`config.mk`:
```
export PLATFORM = sky130hd
export DESIGN_NAME = dota_sar_trim_ctrl
export DESIGN_NICKNAME = d
export VERILOG_FILES = /design/src/rtl/dota_pkg.sv /design/src/rtl/dota_sync2.sv /design/src/rtl/dota_sar_trim_ctrl.sv
export SDC_FILE = /design/constraint.sdc
export NUM_CORES = 1
export LEC_CHECK = 0
export CAP_MARGIN = 10
export CORE_ASPECT_RATIO = 1.4
export CORE_UTILIZATION = 45
export DETAILED_ROUTE_END_ITERATION = 7
export PLACE_DENSITY_LB_ADDON = 0.3
export SYNTH_ARGS = -nofsm -noshare
export SYNTH_HDL_FRONTEND = slang
export SYNTH_SLANG_ARGS = --single-unit
```
`constraint.sdc`:
```
create_clock -name clk -period 2.2 [get_ports clk]
set_input_delay 0.55 -clock clk [delete_from_list [all_inputs] [get_ports clk]]
set_output_delay 0.55 -clock clk [all_outputs]
set_load 0.1 [all_outputs]
```
`src/rtl/dota_pkg.sv`:
```
// Shared types, default widths and latency helper for the OTA trim sequencer.
package dota_pkg;

  localparam int unsigned CODE_W_DEF   = 6;
  localparam int unsigned SETTLE_W_DEF = 4;
  localparam int unsigned VOTES_DEF    = 3;

  typedef enum logic [2:0] {
    IDLE,
    SETTLE,
    SAMPLE,
    DECIDE,
    FINISH
  } state_e;

  // Cycles from the edge that accepts start to the edge after which done is high.
  function automatic int unsigned search_latency(input int unsigned code_w,
                                                 input int unsigned settle,
                                                 input int unsigned votes);
    return code_w * (settle + votes + 1) + 1;
  endfunction

endpackage

```
`src/rtl/dota_sync2.sv`:
```
// Two-flop synchronizer with asynchronous active-low reset for analog return nets.
module dota_sync2 (
  input  logic clk_i,
  input  logic rst_ni,
  input  logic d_i,
  output logic q_o
);

  logic meta_q;
  logic sync_q;

  always_ff @(posedge clk_i or negedge rst_ni) begin
    if (!rst_ni) begin
      meta_q <= 1'b0;
      sync_q <= 1'b0;
    end else begin
      meta_q <= d_i;
      sync_q <= meta_q;
    end
  end

  assign q_o = sync_q;

endmodule

```
`src/rtl/dota_sar_trim_ctrl.sv`:
```
// SAR trim sequencer: steps a binary trim code, majority-votes the synchronized
// comparator return and reports the largest code for which it reads low.
module dota_sar_trim_ctrl
  import dota_pkg::*;
#(
  parameter int unsigned CODE_W   = CODE_W_DEF,
  parameter int unsigned SETTLE_W = SETTLE_W_DEF,
  parameter int unsigned VOTES    = VOTES_DEF
) (
  input  logic                clk,
  input  logic                rst_n,
  input  logic                start,
  input  logic                abort,
  input  logic [SETTLE_W-1:0] settle_cyc,
  input  logic                cmp_in,
  output logic                ota_en,
  output logic [CODE_W-1:0]   trim_code,
  output logic                busy,
  output logic                done,
  output logic [CODE_W-1:0]   result
);

  localparam int unsigned CNT_W = (VOTES > 1) ? $clog2(VOTES + 1) : 1;
  localparam int unsigned IDX_W = (CODE_W > 1) ? $clog2(CODE_W) : 1;

  state_e              state_q, state_d;
  logic [CODE_W-1:0]   trim_q, trim_d;
  logic [IDX_W-1:0]    idx_q, idx_d;
  logic [SETTLE_W-1:0] settle_q, settle_d;
  logic [CNT_W-1:0]    ones_q, ones_d;
  logic [CNT_W-1:0]    vote_q, vote_d;
  logic [CODE_W-1:0]   result_q, result_d;
  logic                done_q, done_d;
  logic                cmp_s;

  dota_sync2 u_sync (
    .clk_i  (clk),
    .rst_ni (rst_n),
    .d_i    (cmp_in),
    .q_o    (cmp_s)
  );

  always_ff @(posedge clk or negedge rst_n) begin
    if (!rst_n) begin
      state_q  <= IDLE;
      trim_q   <= '0;
      idx_q    <= '0;
      settle_q <= '0;
      ones_q   <= '0;
      vote_q   <= '0;
      result_q <= '0;
      done_q   <= 1'b0;
    end else begin
      state_q  <= state_d;
      trim_q   <= trim_d;
      idx_q    <= idx_d;
      settle_q <= settle_d;
      ones_q   <= ones_d;
      vote_q   <= vote_d;
      result_q <= result_d;
      done_q   <= done_d;
    end
  end

  always_comb begin
    state_d  = state_q;
    trim_d   = trim_q;
    idx_d    = idx_q;
    settle_d = settle_q;
    ones_d   = ones_q;
    vote_d   = vote_q;
    result_d = result_q;
    done_d   = 1'b0;
    unique case (state_q)
      IDLE: begin
        if (start && !abort) begin
          trim_d             = '0;
          trim_d[CODE_W-1]   = 1'b1;
          idx_d              = IDX_W'(CODE_W - 1);
          settle_d           = settle_cyc;
          ones_d             = '0;
          vote_d             = '0;
          state_d            = (settle_cyc == '0) ? SAMPLE : SETTLE;
        end
      end
      SETTLE: begin
        if (abort) begin
          state_d = IDLE;
        end else if (settle_q <= SETTLE_W'(1)) begin
          state_d = SAMPLE;
        end else begin
          settle_d = settle_q - SETTLE_W'(1);
        end
      end
      SAMPLE: begin
        if (abort) begin
          state_d = IDLE;
        end else begin
          ones_d = ones_q + CNT_W'(cmp_s);
          if (vote_q == CNT_W'(VOTES - 1)) begin
            vote_d  = '0;
            state_d = DECIDE;
          end else begin
            vote_d = vote_q + CNT_W'(1);
          end
        end
      end
      DECIDE: begin
        if (abort) begin
          state_d = IDLE;
        end else begin
          if (ones_q > CNT_W'(VOTES / 2)) begin
            trim_d[idx_q] = 1'b0;
          end
          if (idx_q != '0) begin
            trim_d[idx_q - IDX_W'(1)] = 1'b1;
            idx_d    = idx_q - IDX_W'(1);
            settle_d = settle_cyc;
            ones_d   = '0;
            state_d  = (settle_cyc == '0) ? SAMPLE : SETTLE;
          end else begin
            state_d = FINISH;
          end
        end
      end
      FINISH: begin
        state_d = IDLE;
        if (!abort) begin
          result_d = trim_q;
          done_d   = 1'b1;
        end
      end
      default: state_d = IDLE;
    endcase
  end

  assign busy      = (state_q != IDLE);
  assign ota_en    = busy && (state_q != FINISH);
  assign trim_code = trim_q;
  assign done      = done_q;
  assign result    = result_q;

  // Latency tracker for the assertion; skipped when settle_cyc moved mid-search.
  int unsigned         lat_cnt_q;
  logic [SETTLE_W-1:0] lat_set_q;
  logic                lat_var_q;

  always_ff @(posedge clk or negedge rst_n) begin
    if (!rst_n) begin
      lat_cnt_q <= 0;
      lat_set_q <= '0;
      lat_var_q <= 1'b0;
    end else if (state_q == IDLE) begin
      lat_cnt_q <= 0;
      lat_set_q <= settle_cyc;
      lat_var_q <= 1'b0;
    end else begin
      lat_cnt_q <= lat_cnt_q + 32'd1;
      if (state_q == DECIDE && settle_cyc != lat_set_q) begin
        lat_var_q <= 1'b1;
      end
    end
  end

  a_latency: assert property (@(posedge clk) disable iff (!rst_n)
    (state_q == FINISH && !lat_var_q) |->
      (lat_cnt_q + 32'd1 == search_latency(CODE_W, 32'(lat_set_q), VOTES)));

endmodule

```
==> impl_metrics.json <==
{
  "grt_overflow": 0,
  "max_clock_freq_mhz": 502,
  "worst-path-max-fanout": 15,
  "area_growth_pct": 23.4,
  "yosys.cell_types.count": 55,
  "grt_max_degree": 30,
  "power-per-cell-area_nw_per_um2": 1390,
  "fin_worst_skew_ns": 0.00732,
  "grt_first_pass_wirelength_mm": 6.36,
  "layout.cells.most_common_list": "dfrtp_1 (29), buf_4 (23), o21ai_0 (13)",
  "mostFrequentLayoutCell": "dfrtp_1",
  "layout.nets": 212,
  "via_to_cell_ratio": 5.90,
  "combinationalPowerShare_pct": 55.2,
  "drt.antenna.violating_nets": 0,
  "min_to": "u_sync.q_o",
  "synth.mux.area_fraction_pct": 6.10,
  "clock_power_share_pct": 15.3,
  "hold_path.class": "reg2reg",
  "totalWireLength_mm": 3.80,
  "cts_post_setup_buffers_inserted": 0,
  "portBuffers": 23,
  "worstSetupEndpointType": "output pin",
  "power_switching_share_pct": 48.2,
  "timing_worst_slew_pin_value_ns": 0.783,
  "mappedNetlistArea_um2": 1660,
  "pre_cts_slack_ns": -0.00284,
  "synth-warning-count": 0,
  "maxCapViolations": 0,
  "final.min_clock_period_ns": 1.99,
  "globalplace.congestion": 0.842,
  "compound_cell_area_share_of_the_yosys_netlist_pct": 22.1,
  "flop2flop_setup_slack_ns": 0.28,
  "initialDrtViolationCount": 22,
  "mappedNetlistNets": 180,
  "drive_gt1_share_pct": 25.1,
  "intPower_uw": 1470,
  "synth_adder_area_share_pct": 3.77,
  "post_synth_edffs": 0,
  "report.power.total_uw": 2840,
  "die_boundary_width_um": 53.4,
  "whs_ns": 0.351,
  "grt_usage_pct": 22.9,
  "worstSetupPathType": "reg2out",
  "post_synth_top_flop": "dfrtp_1",
  "hold_viol": 0,
  "timing.critical_path.required_ns": 1.65,
  "num_antenna_cells": 0,
  "die_area_um2": 3940,
  "largest_buffer_count_on_any_clock_path": 2,
  "synth_top_family_by_area": "compound AO/OA/AOI/OAI gates",
  "vdd_ir_drop_max_mv": 1.15,
  "finalInstanceArea_um2": 2050,
  "detailed_place.area_um2": 1960,
  "detailed_router_iteration_count_before_antenna_repair": 4,
  "finalCritPeriodShare_pct": 90.6,
  "number_of_antenna_violations_at_the_first_check_in_global_routing": 0,
  "synth_cells": 166,
  "setup_ws_ns": 0.206,
  "clock_tree_from_tritoncts": "done",
  "drc": 0,
  "clock_sink_count": 29,
  "final_core_util_pct": 59.6,
  "numCtsBuffers": 5,
  "static-leakage-power_uw": 0.000941,
  "die_height_um": 73.9,
  "ctsHtreeMaxLevel": 2,
  "min_path_cells": 0,
  "boundaryPins": 24,
  "synth_area_per_cell_um2": 10.0,
  "status": "completed",
  "placement_rows": 25,
  "hold_path.startpoint": "u_sync.meta_q",
  "routed-via-count": 1410,
  "worst_setup_hold_path_clk_slew_ns": 0.06,
  "regToRegStartpoint": "idx_q[0]",
  "synth_sequential_area_ratio_pct": 43.7,
  "slew_viol_final": 0,
  "vias_in_the_first_global_route": 1429,
  "power.sequential.fraction_pct": 29.5,
  "reg2reg_to": "trim_code[1]",
  "core_area_um2": 3440,
  "cts_resizes": 0,
  "wire_per_inst_um": 15.9,
  "clock_insertion_delay_worst_skew_ns": 0.29,
  "net-switching-power_uw": 1370,
  "unrepaired_setup_endpoints_after_global_routing": "false",
  "place_hpwl_mm": 2.84,
  "root_buffer": "clkbuf_8",
  "start_kind": "flip-flop",
  "asyncSetResetFlopFracSynth_pct": 100,
  "synthXorXnorAreaFrac_pct": 0,
  "slew-limit-headroom_pct": 47.1,
  "synthSimpleGateAreaFrac_pct": 20.1,
  "post_cts_hold_buffer_count": 0,
  "initial_util_pct": 48.3,
  "setup-violations-final": 0,
  "worst_case_reg_to_reg_path_depth": 6,
  "synth-seq-cells": 29,
  "cp.arrival_ns": 1.44
}
==> worst max-delay path by stage <==
stage / from / to / slack, ns / cells past startpoint
2_1_floorplan: state_q[1] / settle_q[1] / 0.03 / 5
3_3_place_gp: start / trim_code[1] / 0.05 / 5
3_5_place_dp: start / trim_code[1] / -0.003 / 5
4_1_cts: state_q[1] / busy / 0.20 / 2
5_1_grt: idx_q[0] / trim_code[1] / 0.1 / 6
6_report: state_q[1] / busy / 0.21 / 2
==> per-stage QoR <==
| step | cells | TNS, ns |
|---|---|---|
| after CTS | 239 | 0 |
| after detailed placement | 231 | -0.00284 |
| after global routing | 239 | 0 |
| after global placement | 231 | 0 |
| after floorplan | 166 | 0 |
| final | 239 | 0 |
==> power groups by stage <==
stage	combinational [uW]	clock (uW)	sequential [uW]
after floorplan	1020	0	969
after global placement	1520	0	837
after detailed placement	1570	0	845
after CTS	1580	447	835
after global routing	1700	473	863
final	1570	434	839
==> state kept, by name, summed over array words and instances, names as in the netlist <==
register,count
result,6
trim_code,6
settle_q,4
idx_q,3
state_q,3
ones_q,2
vote_q,2
done,1
u_sync.meta_q,1
u_sync.q_o,1
==> synth_stat cells, drive strengths merged (2+ instances only) <==
cell     instances  area share [%]
mux2             9             6.1
nand2b           2            0.75
o2111ai          3             1.6
inv              8             1.8
nor2            10             2.3
o31ai            4             1.8
a21oi            7             2.3
o21ai           15             4.7
nor3             6             1.8
or3              3             1.4
nor2b            5             1.9
o2bb2ai          4             2.1
or3b             2             1.1
nand3            2            0.60
or2              3             1.3
o311ai           2             1.1
nand2            9             2.0
o211ai           2             1.2
a21o             2            0.90
nor3b            4             2.5
buf              4             1.5
ha               5             3.8
a31oi            3             1.1
dfrtp           29              44
and2             2            0.75
clkbuf           4            0.90
==> per-layer routing <==
| layer | track usage, % | vias to the layer above | wire length (um) |
|---|---|---|---|
| met5 | 0 | - | 0 |
| met4 | 15.5 | 0 | 140 |
| met3 | 5.80 | 13 | 152 |
| met2 | 40.1 | 37 | 2010 |
| met1 | 23.0 | 682 | 1500 |
| li1 | - | 678 | - |
==> critical path: stages (launching register included) <==
cell     delay, ns
dfrtp_1       0.52
or3_4         0.46
buf_12        0.18
==> final cells by class <==
class	instances	area, um2
Fill cell	312	1390
Clock buffer	5	68.8
Clock inverter	3	17.5
Sequential cell	29	726
Tap cell	40	50.0
Inverter	8	30.0
Multi-Input combinational cell	121	866
Timing Repair Buffer	33	293
==> cell families (layout without fill, tap and decap cells) <==
group                      count (synthesis)  in the layout
AOI/OAI and AO/OA                         52             52
adders and majority gates                  5              5
buffers and inverters                     16             49
DFF                                       29             29
muxes                                      9              9
and+or+nand+nor                           55             55
Power figures use the tool's default switching activity.
==> patch (config.mk and constraints unchanged) <==
Reset style: synchronous (`rst_n` and `rst_ni`), changed in 3 clocked blocks. Comments in the files are not updated.
--- a/src/rtl/dota_sync2.sv
+++ b/src/rtl/dota_sync2.sv
@@ -10,5 +10,5 @@
   logic sync_q;
 
-  always_ff @(posedge clk_i or negedge rst_ni) begin
+  always_ff @(posedge clk_i) begin
     if (!rst_ni) begin
       meta_q <= 1'b0;
--- a/src/rtl/dota_sar_trim_ctrl.sv
+++ b/src/rtl/dota_sar_trim_ctrl.sv
@@ -41,5 +41,5 @@
   );
 
-  always_ff @(posedge clk or negedge rst_n) begin
+  always_ff @(posedge clk) begin
     if (!rst_n) begin
       state_q  <= IDLE;
@@ -146,5 +146,5 @@
   logic                lat_var_q;
 
-  always_ff @(posedge clk or negedge rst_n) begin
+  always_ff @(posedge clk) begin
     if (!rst_n) begin
       lat_cnt_q <= 0;
Behaviour: differs if rst_n is asserted again (counterexample within 4 cycles, from zero or initial values and one cycle with rst_n low); with rst_n held inactive, the same outputs for 10 cycles.
==> patch against the unedited design <==
- register-to-register slack got worse by 97 ps
- global-route usage is 0.52 points lower
- first-iteration DRC count increased by 32%
- routed wire length down 4.0%
- critical endpoint is now settle_q[0]
- fmax down 1.2%
- hold slack improved by 85 ps
- worst setup slack got worse by 23 ps
- critical path type is now reg2reg
- sequential cell count unchanged
- clock skew grew 4.6 ps
- cell area fell by 8.6%
- area after synthesis is 7.5% lower
- synthesized cell count rose by 11%
Power is not compared: it rests on default switching activity, and its combinational part moved more than twofold at a synthesized area within 25%.
==> patch: results (changes against the unedited design) <==
The final net count came out at 223 (was 212). The number of CTS-inserted buffers is 5 (unchanged), and the violation count after the first detailed-route iteration is 29 (was 22). The last weighted congestion value of the routability-driven placer is 0.918 (was 0.842).

The net count after synthesis was 198 (was 180). The tools report the largest net degree at the start of global routing as 20 (was 30). Proportion of synthesized chip area in sequential cells: 37.8% (was 43.7%).

The transition time at the pin with the least slew margin was 614 ps (was 783 ps); the adder and majority gate portion of the synthesized area was 4.07% (was 3.77%). The compound-cell area share of the yosys netlist was 23.3% (was 22.1%); the mux contribution to synthesized area was 5.94% (was 6.10%). The fraction of final layout cells with drive strength greater than 1 came out at 16.7% (was 25.1%). The antenna diode count was 0 (unchanged). The number of unique standard cell types used by synthesis is 46 (was 55).

Most used standard cells in the synthesized netlist: sky130_fd_sc_hd__dfxtp_1, sky130_fd_sc_hd__a21oi_1, sky130_fd_sc_hd__nand2_1, sky130_fd_sc_hd__nor2_1, sky130_fd_sc_hd__o21ai_0 (was sky130_fd_sc_hd__dfrtp_1, sky130_fd_sc_hd__o21ai_0, sky130_fd_sc_hd__nor2_1). Design area: 1870 sq um (was 2050 sq um). Synth area leaders: sky130_fd_sc_hd__dfxtp_1, sky130_fd_sc_hd__a21oi_1, sky130_fd_sc_hd__mux2i_1 (was sky130_fd_sc_hd__dfrtp_1, sky130_fd_sc_hd__mux2_2, sky130_fd_sc_hd__o21ai_0).

Highest ir drop seen on vdd: 537 uV. The number of global-route vias before repair was 1390 (was 1429). The total global-route track usage is 22.4% (was 22.9%), and the number of vias per cell after detailed routing is 5.71 (was 5.90). First-pass GRT wire length: 6130 um (was 6360 um). The tools report the cell chosen for the clock root as sky130_fd_sc_hd__clkbuf_8 (unchanged). The tools report the instance area after placement as 1790 sq um (was 1960 sq um). The run gives 308 (was 312) as the number of filler cells placed in the layout. The final wirelength came out at 3650 um (was 3800 um). The share of flip-flops with an asynchronous set or reset after synthesis is 0% (was 100%).

The logs give 180 ps (was 280 ps) for the minimum setup slack among reg-to-reg paths and 11.9 ps (was 7.32 ps) for the final clock skew. The logs give 0 (unchanged) for the number of antenna violations at the first check in global routing and 2640 um (was 2840 um) for the sum of net half-perimeters after detailed placement. The data arrival time at the worst-slack endpoint came out at 2200 ps (was 1440 ps).

The highest net fanout along the worst path came out at 5 (was 15). For the tightest hold margin, the log shows 436 ps (was 351 ps). The run gives 2 (unchanged) as the number of H-tree levels.

The flow ran to the end, and the final reports show no timing, DRC or antenna violations.
==> patch: final timing paths <==
check	end	from	cells after the start
setup / recovery	settle_q[0]	settle_q[0]	6
hold / removal	u_sync.q_o	u_sync.meta_q	1
setup reg to reg	settle_q[0]	settle_q[0]	6
hold reg to reg	u_sync.q_o	u_sync.meta_q	1
==> patch: logic make-up after synthesis <==
family                     Yosys count
DFF                                 29
and+or+nand+nor                     68
buffers and inverters               20
AOI/OAI and AO/OA                   53
muxes                                9
adders and majority gates            5
==> patch: worst max-delay path, cell delays in order (launching register included) <==
cell and delay (ps):
sky130_fd_sc_hd__dfxtp_1 400, sky130_fd_sc_hd__inv_1 90, sky130_fd_sc_hd__ha_1 230, sky130_fd_sc_hd__or2_1 250, sky130_fd_sc_hd__a211o_1 340, sky130_fd_sc_hd__a221o_1 330
sky130_fd_sc_hd__a32o_1 250
==> patch: stage by stage <==
step / cells / power [uW] / worst slack, ps
floorplan: 184 / 800 / 337
global placement: 241 / 894 / 58.1
detailed placement: 241 / 900 / 11.7
CTS: 249 / 1330 / 181
global route: 249 / 1380 / 102
finish: 249 / 1310 / 183
==> patch: cell type report <==
cell class,count,area share [%]
multi-input cells,135,46.2
flip-flops and latches,29,31.0
repair buffers,29,14.0
clock buffers,6,3.87
well taps,39,2.60
inverters,9,1.80
clock inverters,2,0.534
==> patch: report_power, final <==
| part | internal [uW] | switching [uW] |
|---|---|---|
| sequential | 545 | 30.9 |
| clock | 219 | 201 |
| combinational | 120 | 195 |
| total | 884 | 427 |
==> patch: metal layers <==
layer | track usage [%] | wire length (um)
met3 | 7.10 | 121
met2 | 39.2 | 1880
met4 | 7.51 | 50
met1 | 24.9 | 1600
met5 | 0 | 0
